## config.mk

```make
export PLATFORM = sky130hd
export DESIGN_NAME = sample_framer_flat
export DESIGN_NICKNAME = d
export VERILOG_FILES = /design/src/rtl/framer_pkg.sv /design/src/rtl/sample_framer_if.sv /design/src/rtl/rise_detect.sv /design/src/rtl/sample_framer.sv /design/src/flat_wrapper.sv
export SDC_FILE = /design/constraint.sdc
export NUM_CORES = 1
export LEC_CHECK = 0
export BUFFER_PORTS_ARGS = -buffer_cell sky130_fd_sc_hd__buf_2
export CAP_MARGIN = 15
export CORE_MARGIN = 4
export CORE_UTILIZATION = 60
export DETAILED_ROUTE_END_ITERATION = 6
export GPL_ROUTABILITY_DRIVEN = 0
export PLACE_DENSITY = 0.95
export SETUP_SLACK_MARGIN = 0.1
export SYNTH_ARGS = -nofsm -noshare
export SYNTH_HDL_FRONTEND = slang
export SYNTH_SLANG_ARGS = --single-unit
```

## constraint.sdc

```tcl
create_clock -name clk -period 2.72 [get_ports clk]
set_input_delay 0.272 -clock clk [delete_from_list [all_inputs] [get_ports clk]]
set_output_delay 0.272 -clock clk [all_outputs]
set_load 0.02 [all_outputs]
```

## src/rtl/framer_pkg.sv

```systemverilog
// Shared types, constants and size helpers for the sample framer.
// Imported by the framer top and its testbench.
package framer_pkg;

    typedef enum logic [2:0] {
        IDLE,
        SYNC,
        SEQ,
        DATA,
        CSUM
    } state_t;

    localparam logic [7:0] SYNC_BYTE_DEF = 8'hA5;

    function automatic int bytes_per_word(input int width);
        return width / 8;
    endfunction

    function automatic int frame_bytes(input int channels, input int width);
        return 3 + channels * bytes_per_word(width);
    endfunction

endpackage

```

## src/rtl/sample_framer_if.sv

```systemverilog
// Byte stream valid/ready link from framer to UART transmitter.
// master: drives tx_data/tx_valid, samples tx_ready; slave: the reverse.
interface sample_framer_if;

    logic [7:0] tx_data;
    logic       tx_valid;
    logic       tx_ready;

    modport master (
        output tx_data,
        output tx_valid,
        input  tx_ready
    );

    modport slave (
        input  tx_data,
        input  tx_valid,
        output tx_ready
    );

endinterface

```

## src/rtl/rise_detect.sv

```systemverilog
// Rising-edge detector for a clk-synchronous word clock.
// Ports: clk, rst_n (async low), i_level in, o_rise = i_level & ~previous.
module rise_detect (
    input  logic clk,
    input  logic rst_n,
    input  logic i_level,
    output logic o_rise
);

    logic r_q;

    always_ff @(posedge clk or negedge rst_n) begin
        if (!rst_n) r_q <= 1'b0;
        else        r_q <= i_level;
    end

    assign o_rise = i_level & ~r_q;

endmodule

```

## src/rtl/sample_framer.sv

```systemverilog
// Captures all channel words on a word-clock edge and streams one frame:
// sync, seq, data MSB-first, xor csum. Ports: clk, rst_n, sample_valid,
// sample_data, tx (byte link master), busy, overrun, drop_count.
module sample_framer
    import framer_pkg::*;
#(
    parameter int         CHANNELS  = 2,
    parameter int         WIDTH     = 16,
    parameter logic [7:0] SYNC_BYTE = SYNC_BYTE_DEF
) (
    input  logic                      clk,
    input  logic                      rst_n,
    input  logic                      sample_valid,
    input  logic [CHANNELS*WIDTH-1:0] sample_data,
    sample_framer_if.master           tx,
    output logic                      busy,
    output logic                      overrun,
    output logic [7:0]                drop_count
);

    localparam int BPW   = bytes_per_word(WIDTH);
    localparam int NB    = CHANNELS * BPW;
    localparam int IW    = (NB > 1) ? $clog2(NB) : 1;
    localparam int NSLOT = 1 << IW;

    state_t                    r_state;
    state_t                    w_next;
    logic [CHANNELS*WIDTH-1:0] r_shadow;
    logic [7:0]                r_seq;
    logic [7:0]                r_seq_sh;
    logic [7:0]                r_csum;
    logic [7:0]                r_drops;
    logic [IW-1:0]             r_idx;
    logic                      r_overrun;

    logic       w_rise;
    logic       w_valid;
    logic       w_xfer;
    logic       w_last;
    logic       w_accept;
    logic       w_drop;
    logic [7:0] w_tx_data;
    logic [7:0] w_bytes [NSLOT];

    rise_detect u_rise (
        .clk     (clk),
        .rst_n   (rst_n),
        .i_level (sample_valid),
        .o_rise  (w_rise)
    );

    assign w_valid = (r_state != IDLE);
    assign w_xfer  = w_valid & tx.tx_ready;
    assign w_last  = (r_idx == IW'(NB - 1));

    // An edge landing on the CSUM transfer starts the next frame at once.
    assign w_accept = w_rise & ((r_state == IDLE) |
                                ((r_state == CSUM) & w_xfer));
    assign w_drop   = w_rise & ~w_accept;

    // Byte i of the payload: channel i/BPW, most significant byte first.
    always_comb begin
        for (int i = 0; i < NSLOT; i++) begin
            w_bytes[i] = 8'h00;
        end
        for (int c = 0; c < CHANNELS; c++) begin
            for (int b = 0; b < BPW; b++) begin
                w_bytes[c*BPW + b] = r_shadow[c*WIDTH + (BPW-1-b)*8 +: 8];
            end
        end
    end

    always_comb begin
        w_tx_data = 8'h00;
        unique case (r_state)
            IDLE:    w_tx_data = 8'h00;
            SYNC:    w_tx_data = SYNC_BYTE;
            SEQ:     w_tx_data = r_seq_sh;
            DATA:    w_tx_data = w_bytes[r_idx];
            CSUM:    w_tx_data = r_csum;
            default: w_tx_data = 8'h00;
        endcase
    end

    always_ff @(posedge clk or negedge rst_n) begin
        if (!rst_n) r_state <= IDLE;
        else        r_state <= w_next;
    end

    always_comb begin
        w_next = r_state;
        unique case (r_state)
            IDLE: if (w_rise) w_next = SYNC;
            SYNC: if (w_xfer) w_next = SEQ;
            SEQ:  if (w_xfer) w_next = DATA;
            DATA: if (w_xfer && w_last) w_next = CSUM;
            CSUM: if (w_xfer) w_next = w_rise ? SYNC : IDLE;
            default: w_next = IDLE;
        endcase
    end

    always_ff @(posedge clk or negedge rst_n) begin
        if (!rst_n) begin
            r_shadow  <= '0;
            r_seq     <= 8'h00;
            r_seq_sh  <= 8'h00;
            r_csum    <= 8'h00;
            r_drops   <= 8'h00;
            r_idx     <= '0;
            r_overrun <= 1'b0;
        end else begin
            r_overrun <= w_drop;
            if (w_rise) r_seq <= r_seq + 8'd1;
            if (w_drop && (r_drops != 8'hFF)) r_drops <= r_drops + 8'd1;
            if (w_accept) begin
                r_shadow <= sample_data;
                r_seq_sh <= r_seq;
                r_csum   <= 8'h00;
                r_idx    <= '0;
            end else if (w_xfer) begin
                if ((r_state == SEQ) || (r_state == DATA)) begin
                    r_csum <= r_csum ^ w_tx_data;
                end
                if (r_state == DATA) r_idx <= r_idx + 1'b1;
            end
        end
    end

    assign tx.tx_data  = w_tx_data;
    assign tx.tx_valid = w_valid;
    assign busy        = w_valid;
    assign overrun     = r_overrun;
    assign drop_count  = r_drops;

endmodule

```

## src/flat_wrapper.sv

```systemverilog
// flat-port wrapper written by rule: the top's interface ports become plain ports
module sample_framer_flat import framer_pkg::*;
#(
    parameter int         CHANNELS  = 2,
    parameter int         WIDTH     = 16,
    parameter logic [7:0] SYNC_BYTE = SYNC_BYTE_DEF
)
  (clk, rst_n, sample_valid, sample_data, busy, overrun, drop_count, tx_tx_data, tx_tx_valid, tx_tx_ready);
  sample_framer_if tx_i ();
  input  logic clk;
  input  logic rst_n;
  input  logic sample_valid;
  input  logic [CHANNELS*WIDTH-1:0] sample_data;
  output logic busy;
  output logic overrun;
  output logic [7:0] drop_count;
  output wire logic [$bits(tx_i.tx_data)-1:0] tx_tx_data;
  output wire logic [$bits(tx_i.tx_valid)-1:0] tx_tx_valid;
  input wire logic [$bits(tx_i.tx_ready)-1:0] tx_tx_ready;
  assign tx_tx_data = tx_i.tx_data;
  assign tx_tx_valid = tx_i.tx_valid;
  assign tx_i.tx_ready = tx_tx_ready;
  sample_framer #(.CHANNELS(CHANNELS), .WIDTH(WIDTH), .SYNC_BYTE(SYNC_BYTE)) u_core (.clk(clk), .rst_n(rst_n), .sample_valid(sample_valid), .sample_data(sample_data), .tx(tx_i), .busy(busy), .overrun(overrun), .drop_count(drop_count));
endmodule
```

# [After elaboration in Yosys (flattened, before gate mapping)]
# Cells that the tools add are included.
[totals] input_bits=36 regBits=71 out_inout_bits=19
[op_classes] n_eq_ne=11 mux=17 bitwise=10 reduce_logical=11 n_lt_le_gt_ge=1 add_sub_neg=3
[ops] op="$mux 8" count=5
[ops] op="$pmux 8 s4" count=1
[ops] op="$add 8x1->8 const B" count=2
[ops] op="$bmux 8 s2" count=1
[ops] op="$mux 3" count=5
[ops] op="$pmux 3 s5" count=1
[ops] op="$ne 2x1->1 const B" count=5
[ops] op="$ne 8x8->1 const B" count=1
[ops] op="$xor 8x8->8" count=1
[ops] op="$eq 3x2->1 const B" count=2
[ops] op="$mux 2" count=3
[ops] op="$reduce_bool 2->1" count=3
[ops] op="$and 1x1->1" count=5
[ops] op="$reduce_and 5->1" count=1
[ops] op="$reduce_and 2->1" count=2
[ops] op="$eq 3x1->1 const B" count=1
[ops] op="$eq 3x3->1 const B" count=1
[ops] op="$ge 3x3->1 const B" count=1
[ops] op="$logic_not 3->1" count=1
[ops] op="$not 2->3" count=1
[ops] op="$reduce_bool 3->1" count=1
[ops] op="$add 2x1->2 const B" count=1
[ops] op="$eq 2x2->1 const B" count=1
[ops] op="$logic_and 1x1->1" count=2
[ops] op="4 further kinds" count=5

# [Logic depth before layout (Yosys ltp)]
# Gate-level depths: netlist of run 1.
[logic_depth] depth_word=9 ltp_mapped=7

# [Hierarchy]
# A second synthesis of run 1 with hierarchy kept.
[hier_totals] cells_unflattened=367 area_unflattened_um2=3542.1
[by_module_without_submodules] mod="sample_framer" seq_area_each_um2=1751.7 area_each_um2=3503.4 instances=1 cells_each=365
[by_module_without_submodules] mod="rise_detect" seq_area_each_um2=25.0 area_each_um2=38.8 instances=1 cells_each=2

# [Least setup slack after synthesis of run 1]
# Ideal clock, no wire load.
[synth_path] kind="register to output" start="register u_core.r_idx[1]" end="output port tx_tx_data[5]" path_stages_with_launch=6 slack_ps=1030 required_time_ps=2448 arrival_ps=1418 n_path_buf=2 path_cell_list="dfrtp_1 buf_6 buf_6 mux2i_1 o2bb2ai_1 or4_1"
[synth_between] elab_chain_cells=5
[synth_lines] element="from (decl)" line="sample_framer.sv:33" text="logic [IW-1:0] r_idx;"
[synth_lines] element="from (signal assigned)" line="sample_framer.sv:124" text="if (r_state == DATA) r_idx <= r_idx + 1'b1;"
[synth_lines] element="$not 2->3 (not written as such)" line="sample_framer.sv:79" text="DATA: w_tx_data = w_bytes[r_idx];"
[synth_lines] element="$bmux 8 s2" line="sample_framer.sv:79"
[synth_lines] element="$mux 8 (not written as such) (2 in a row)" line="sample_framer.sv:79"
[synth_lines] element="$pmux 8 s4" line="sample_framer.sv:75" text="unique case (r_state)"
[synth_lines] element="to (decl)" line="flat_wrapper.sv:17" text="output wire logic [$bits(tx_i.tx_data)-1:0] tx_tx_data;"
# No other way between the ends. The select of a mux whose other input is x is not followed.

# [Worst setup path after layout of run 1]
[layout_path] start="register u_core.r_state[1]" end="output port tx_tx_data[3]"
[layout_between] elab_chain_cells=2 elab_cells_between_ends=5 classes_between="eq/ne: 4; mux: 1"
[layout_lines] element="from (decl)" line="sample_framer.sv:26" text="state_t r_state;"
[layout_lines] element="from (signal assigned)" line="sample_framer.sv:87" text="else r_state <= w_next;"
[layout_lines] element="$eq 3x3->1 (tied with other cells)" line="sample_framer.sv:75"
[layout_lines] element="$pmux 8 s4 *" line="sample_framer.sv:75"
# Mark *: on every way between the ends. The rest lies on a longest branch, timed or not.

==> results of run 1 <==
-- cell usage in the layout, fill, tap and decap left out, drive strengths merged, types with 7 or more instances in the layout --
cell / instances
xnor2: 9
clkbuf: 11
dfrtp: 71
nand2: 134
nor2: 8
buf: 60
mux2i: 25
a21oi: 7
and3: 10
nand3b: 8
-- area by class of cell --
cell class	count	area [um^2]
Multi-Input combinational cell	268	1550
Clock inverter	5	80.1
Inverter	3	11.3
Tap cell	72	90.1
Sequential cell	71	1780
Timing Repair Buffer	61	325
Fill cell	406	1590
Clock buffer	11	151
-- sequential cells by signal, indices dropped and copies added, names as in the netlist --
register           cells
u_core.r_csum          8
u_core.r_seq           8
u_core.drop_count      8
u_core.r_shadow       32
u_core.r_seq_sh        8
u_core.u_rise.r_q      1
u_core.r_state         3
u_core.overrun         1
u_core.r_idx           2
-- power breakdown --
| group | internal (mW) | switching, mW |
|---|---|---|
| Sequential | 1.48 | 0.402 |
| Clock | 0.565 | 0.395 |
| Combinational | 0.684 | 0.950 |
-- worst paths after layout --
path / end / slack, ns / cells past startpoint
worst max-delay path: tx_tx_data[3] / 0.32 / 4
worst min-delay path: u_core.u_rise.r_q / 0.07 / 1
worst max register to register: u_core.drop_count[6] / 0.73 / 4
worst min register to register: u_core.r_shadow[19] / 0.48 / 2
max in group asynchronous: u_core.r_shadow[27] / 1.66 / 3
min in group asynchronous: u_core.r_csum[7] / 0.32 / 2
-- per-layer routing --
layer	track usage [%]	wire, um	up-vias
met5	0	0	-
met4	10.1	181	0
met3	4.61	477	18
met2	37.2	3840	107
met1	30.2	3330	1345
li1	-	-	1317
-- critical path, stage by stage, from the launching register on --
cell,delay [ns]
dfrtp_1,0.72
nand4bb_1,0.39
o22ai_1,0.36
or2_2,0.16
buf_2,0.15
-- logic make-up (layout without fill, tap and decap cells) --
family,after synthesis,count (layout),share of synthesized area (%)
compound gates,31,31,6.20
xor+xnor,12,12,3.01
fa+ha+maj,3,3,1.08
buf+inv,23,80,4.63
flops,71,71,50.9
mux,29,29,8.46
simple gates,193,193,25.7
==> out/qor.txt, run 1 <==
Max-cap violation count -> 0
I/O pin count -> 55
Power density over the cells -> 1120 mW/mm^2
DRT Wirelength -> 7830 um
DRT iter0 DRCs -> 276
Hold Startpoint -> sample_valid
Worst hold-check path type -> in2reg
Mapped Nets -> 401
Sequential element share of the synthesized area -> 50.9%
Critical Path RT -> 2.45 ns
Core Region -> 0.00557 mm^2
Asr flop ratio synth -> 100%
Non-filler cells, final -> 491
Period Utilization, post-route -> 88.1%
Drt wl/cell -> 15.9 um
Vias per cell -> 5.68
Post-synth EDFFs -> 0
Post-route cell area -> 0.00399 mm^2
RSZ-0062 raised after global routing -> no
Vert. Die Dim -> 84.3 um
Hold_ws -> 0.0722 ns
Initial Utilization -> 62.6%
CTS buffer count -> 9
Max VDD drop -> 0.000591 V
Router iterations before antenna repair -> 5
Startpoint types -> flip-flop
CP startpoint -> u_core.r_state[1]
Core Util, Final -> 71.5%
Setup crit end kind -> primary output
Initial antenna violation count -> 0
# diodes -> 0
Clk slew on worst S/H paths -> 0.07 ns
Critical path arrival -> 2.12 ns
Grt ovf -> 0
Clk sinks -> 71
Port Buffer Count -> 54
Pre-CTS setup slack -> 0.724 ns
Share of cells above drive strength 1 -> 21.0%
Longest Clk Path Bufs -> 2
Fin. Hold Viols -> 0
Area added between synthesis and finish -> 14.2%
Leakage -> 2.10 nW
Net count reported at finish -> 453
Max-slew violation count -> 0
Critical R2R Launch -> u_core.u_rise.r_q
Post-detailed-route DRC marker count -> 0
# setup viols final -> 0
First-pass GRT wire length -> 12800 um
Setup CP Type -> reg2out
Cells after DPL -> 474
Worst Skew -> 0.00780 ns
CTS Hold Bufs -> 1
Tot GR Track Use -> 23.0%
Num rows -> 27
Die area -> 0.00710 mm^2
Leading area contributor after synthesis -> dfrtp_1
Number of global-route vias before repair -> 2657
Synth warnings -> 0
Placed cell areas -> 0.00374 mm^2
Largest net degree at the start of global routing -> 47
Cell variety after synth -> 41
Commonest cells post-synth -> nand2_1, dfrtp_1, mux2i_1
Count leader, synth -> nand2_1
Largest cells by area after synthesis -> dfrtp_1, nand2_1, mux2i_1
Vias -> 2787
Syn Inst Count -> 362
Status -> finished, final reports clean
Post-CTS Setup Inserts -> 0
Seq cells post-synth -> 71
Setup TNS Final -> 0 ns
Max_slew headroom -> 52.4%
Die W -> 84.3 um
Top cell type's share of synthesized area -> 50.9%
Final Power -> 4.48 mW
Post-cts repair resize count -> 0
Fmax -> 417 MHz
Clock Tree Root -> clkbuf_8
CTS tree -> done
Antenna Nets Post-Route -> 0
Syn Area/Cell -> 9.64 um^2
Period minus WS final -> 2.40 ns
# H-tree levels -> 3
Skew-Pair Late Insertion Delay -> 0.35 ns
CP Max Fanout -> 20
Worst-margin pin slew -> 0.712 ns
Worst setup margin -> 0.324 ns
Synth Cell Area -> 0.00349 mm^2
Main synth FF type -> dfrtp_1
Hpwl dp -> 5530 um
(Power assumes the default switching activity.)
==> run 2, diff against run 1 <==
- CORE_MARGIN: 4 -> not set
==> run 2 against run 1 <==
Net effect: worst setup slack worse by 0.060 ns; worst hold slack worse by 0.011 ns; non-clock buffer count down 2; first-iteration DRC count down 34%; fmax down 2.4%; total power down 1.1%; via count up 0.43%; die area down 14%; sequential power about the same; utilization up 0.39 points; clock-buffer cell count down 1; clock skew up 0.0027 ns.
==> out/qor.txt, run 2 (synthesis results as in run 1) <==
Worst path depth -> 4 (unchanged)
Most frequent cells in the layout -> nand2_1, dfrtp_1, buf_2
Reg-to-reg slack, setup -> 0.71 ns (-0.02 ns)
Port Buffer Count -> 54 (unchanged)
Core Region -> 0.00554 mm^2 (-0.61%)
Max-slew violation count -> 0 (unchanged)
Hpwl dp -> 5110 um (-7.6%)
Period minus WS final -> 2.46 ns (+0.0601 ns)
Setup TNS Final -> 0 ns (unchanged)
Vias per cell -> 5.72 (+0.84%)
RSZ-0062 raised after global routing -> no
Setup crit end -> tx_tx_data[2]
Crit path largest cell delay -> 0.65 ns (-0.07 ns)
Period Utilization, post-route -> 90.3% (+2.2 points)
Clock Tree Root -> clkbuf_8
Fmax -> 407 MHz (-2.4%)
Pre-CTS setup slack -> 0.632 ns (-0.0921 ns)
Critical R2R Launch -> u_core.u_rise.r_q
Largest register FFs -> 32 (unchanged)
Skew-Pair Late Insertion Delay -> 0.35 ns (about the same)
Setup CP Type -> reg2out
Tot GR Track Use -> 27.2% (+4.2 points)
CP cell instances -> nand4bb_1 > o2bb2ai_1 > or4_1 > buf_2
Initial Utilization -> 63.0% (+0.38 points)
Antenna Nets Post-Route -> 0 (unchanged)
Longest Clk Path Bufs -> 2 (unchanged)
Fin. Hold Viols -> 0 (unchanged)
Largest net degree at the start of global routing -> 43 (-8.5%)
Critical Path RT -> 2.45 ns (about the same)
Most common cell after layout, fill and taps aside -> nand2_1
Family with the most delay on the worst path -> simple AND/OR/NAND/NOR gates
Post-detailed-route DRC marker count -> 0 (unchanged)
Drt wl/cell -> 15.4 um (-3.3%)
I/O pin count -> 55 (unchanged)
Met1 Usage GRT -> 37.1% (+6.8 points)
Worst setup margin -> 0.264 ns (-0.0601 ns)
Number of global-route vias before repair -> 2629 (-1.1%)
Max VDD drop -> 0.000685 V (+16%)
Slowest-stage cell, CP -> dfrtp_1
Worst hold-check path type -> in2reg
Area added between synthesis and finish -> 14.2% (about the same)
Post-CTS Setup Inserts -> 0 (unchanged)
Worst path bufs/invs -> 1 (unchanged)
Hold_ws -> 0.0616 ns (-0.0106 ns)
Vert. Die Dim -> 78.3 um (-7.1%)
Setup crit end kind -> primary output
Share of cells above drive strength 1 -> 21.1% (+0.10 points)
Router iterations before antenna repair -> 5 (unchanged)
CTS tree -> done
# diodes -> 0 (unchanged)
CTS buffer count -> 9 (unchanged)
Vias -> 2799 (+0.43%)
Final Power -> 4.43 mW (-1.1%)
# setup viols final -> 0 (unchanged)
Startpoint types -> flip-flop
GR met2 Demand/Resource -> 41.8% (+4.6 points)
Grt peak-use layer -> met2
Worst-margin pin slew -> 0.739 ns (+0.0268 ns)
Clk slew on worst S/H paths -> 0.08 ns (about the same)
Die area -> 0.00612 mm^2 (-14%)
Initial antenna violation count -> 0 (unchanged)
Die W -> 78.3 um (-7.1%)
Leakage -> 2.10 nW (about the same)
Critical path arrival -> 2.18 ns (+0.06 ns)
Net count reported at finish -> 451 (-0.44%)
Worst Skew -> 0.0105 ns (+0.00268 ns)
Power density over the cells -> 1110 mW/mm^2 (-1.1%)
Cells after DPL -> 472 (-0.42%)
Max-cap violation count -> 0 (unchanged)
CP Max Fanout -> 18 (-10%)
GRT met3 Usage -> 9.19% (+4.6 points)
Max_slew headroom -> 50.6% (-1.8 points)
CP startpoint -> u_core.r_state[2]
Reg2reg end -> u_core.drop_count[1]
Clk sinks -> 71 (unchanged)
Grt ovf -> 0 (unchanged)
Status -> finished, final reports clean
First-pass GRT wire length -> 12500 um (-2.1%)
# H-tree levels -> 3 (unchanged)
Num rows -> 27 (unchanged)
DRT Wirelength -> 7540 um (-3.7%)
Top reg by flops -> u_core.r_shadow
Min-Delay Path Depth -> 1 (unchanged)
Non-filler cells, final -> 489 (-0.41%)
DRT iter0 DRCs -> 181 (-34%)
R2R cell count -> 4 (unchanged)
==> run 2: cell count changes in the layout (fill, tap and decap cells not counted), sizes merged <==
cell      before  now
buf           60   58
clkinvlp       2    0
clkinv         1    3
inv            3    4
clkbuf        11   10
==> run 2: worst min-delay path by stage <==
stage | to | startpoint | slack (ns)
6_report | u_core.u_rise.r_q | sample_valid | 0.06
5_1_grt | u_core.u_rise.r_q | sample_valid | 0.05
4_1_cts | u_core.u_rise.r_q | sample_valid | 0.05
3_5_place_dp | u_core.r_csum[6] | rst_n | 0.37
3_3_place_gp | u_core.r_csum[6] | rst_n | 0.36
2_1_floorplan | u_core.drop_count[0] | rst_n | -0.02
==> run 2: what timing repair did <==
action / 4_1_cts / 5_1_grt
gates resized for setup: 0 / 2
endpoints found under the setup margin: 0 / 4
hold endpoints to repair: 28 / 0
hold buffers: 1 / 0
==> run 2: report_power, final <==
| part | leakage [nW] | total (mW) | internal (mW) | switching (mW) |
|---|---|---|---|---|
| sequential | 0.891 | 1.89 | 1.49 | 0.405 |
| combinational | 1.09 | 1.58 | 0.673 | 0.911 |
| clock | 0.117 | 0.954 | 0.546 | 0.408 |
==> run 2: cell type report <==
type                       count  area (um^2)
sequential                    71         1780
fill                         401         1560
multi-input combinational    268         1550
timing repair buffer          59          323
clock buffer                  10          138
clock inverter                 6         91.3
tap                           72         90.1
inverter                       3         11.3
==> run 2: per-layer routing <==
layer,up-vias,part of all wire (%)
met3,12,7.6
met2,124,48
met4,0,1.3
met5,-,0
li1,1322,-
met1,1341,43
==> run 2: through the flow <==
stage / utilization [%] / cell area (um^2)
6_report: 71.9 / 3980
3_3_place_gp: 67.5 / 3740
2_1_floorplan: - / 3490
3_5_place_dp: 67.5 / 3740
5_1_grt: 71.9 / 3980
4_1_cts: 71.8 / 3980
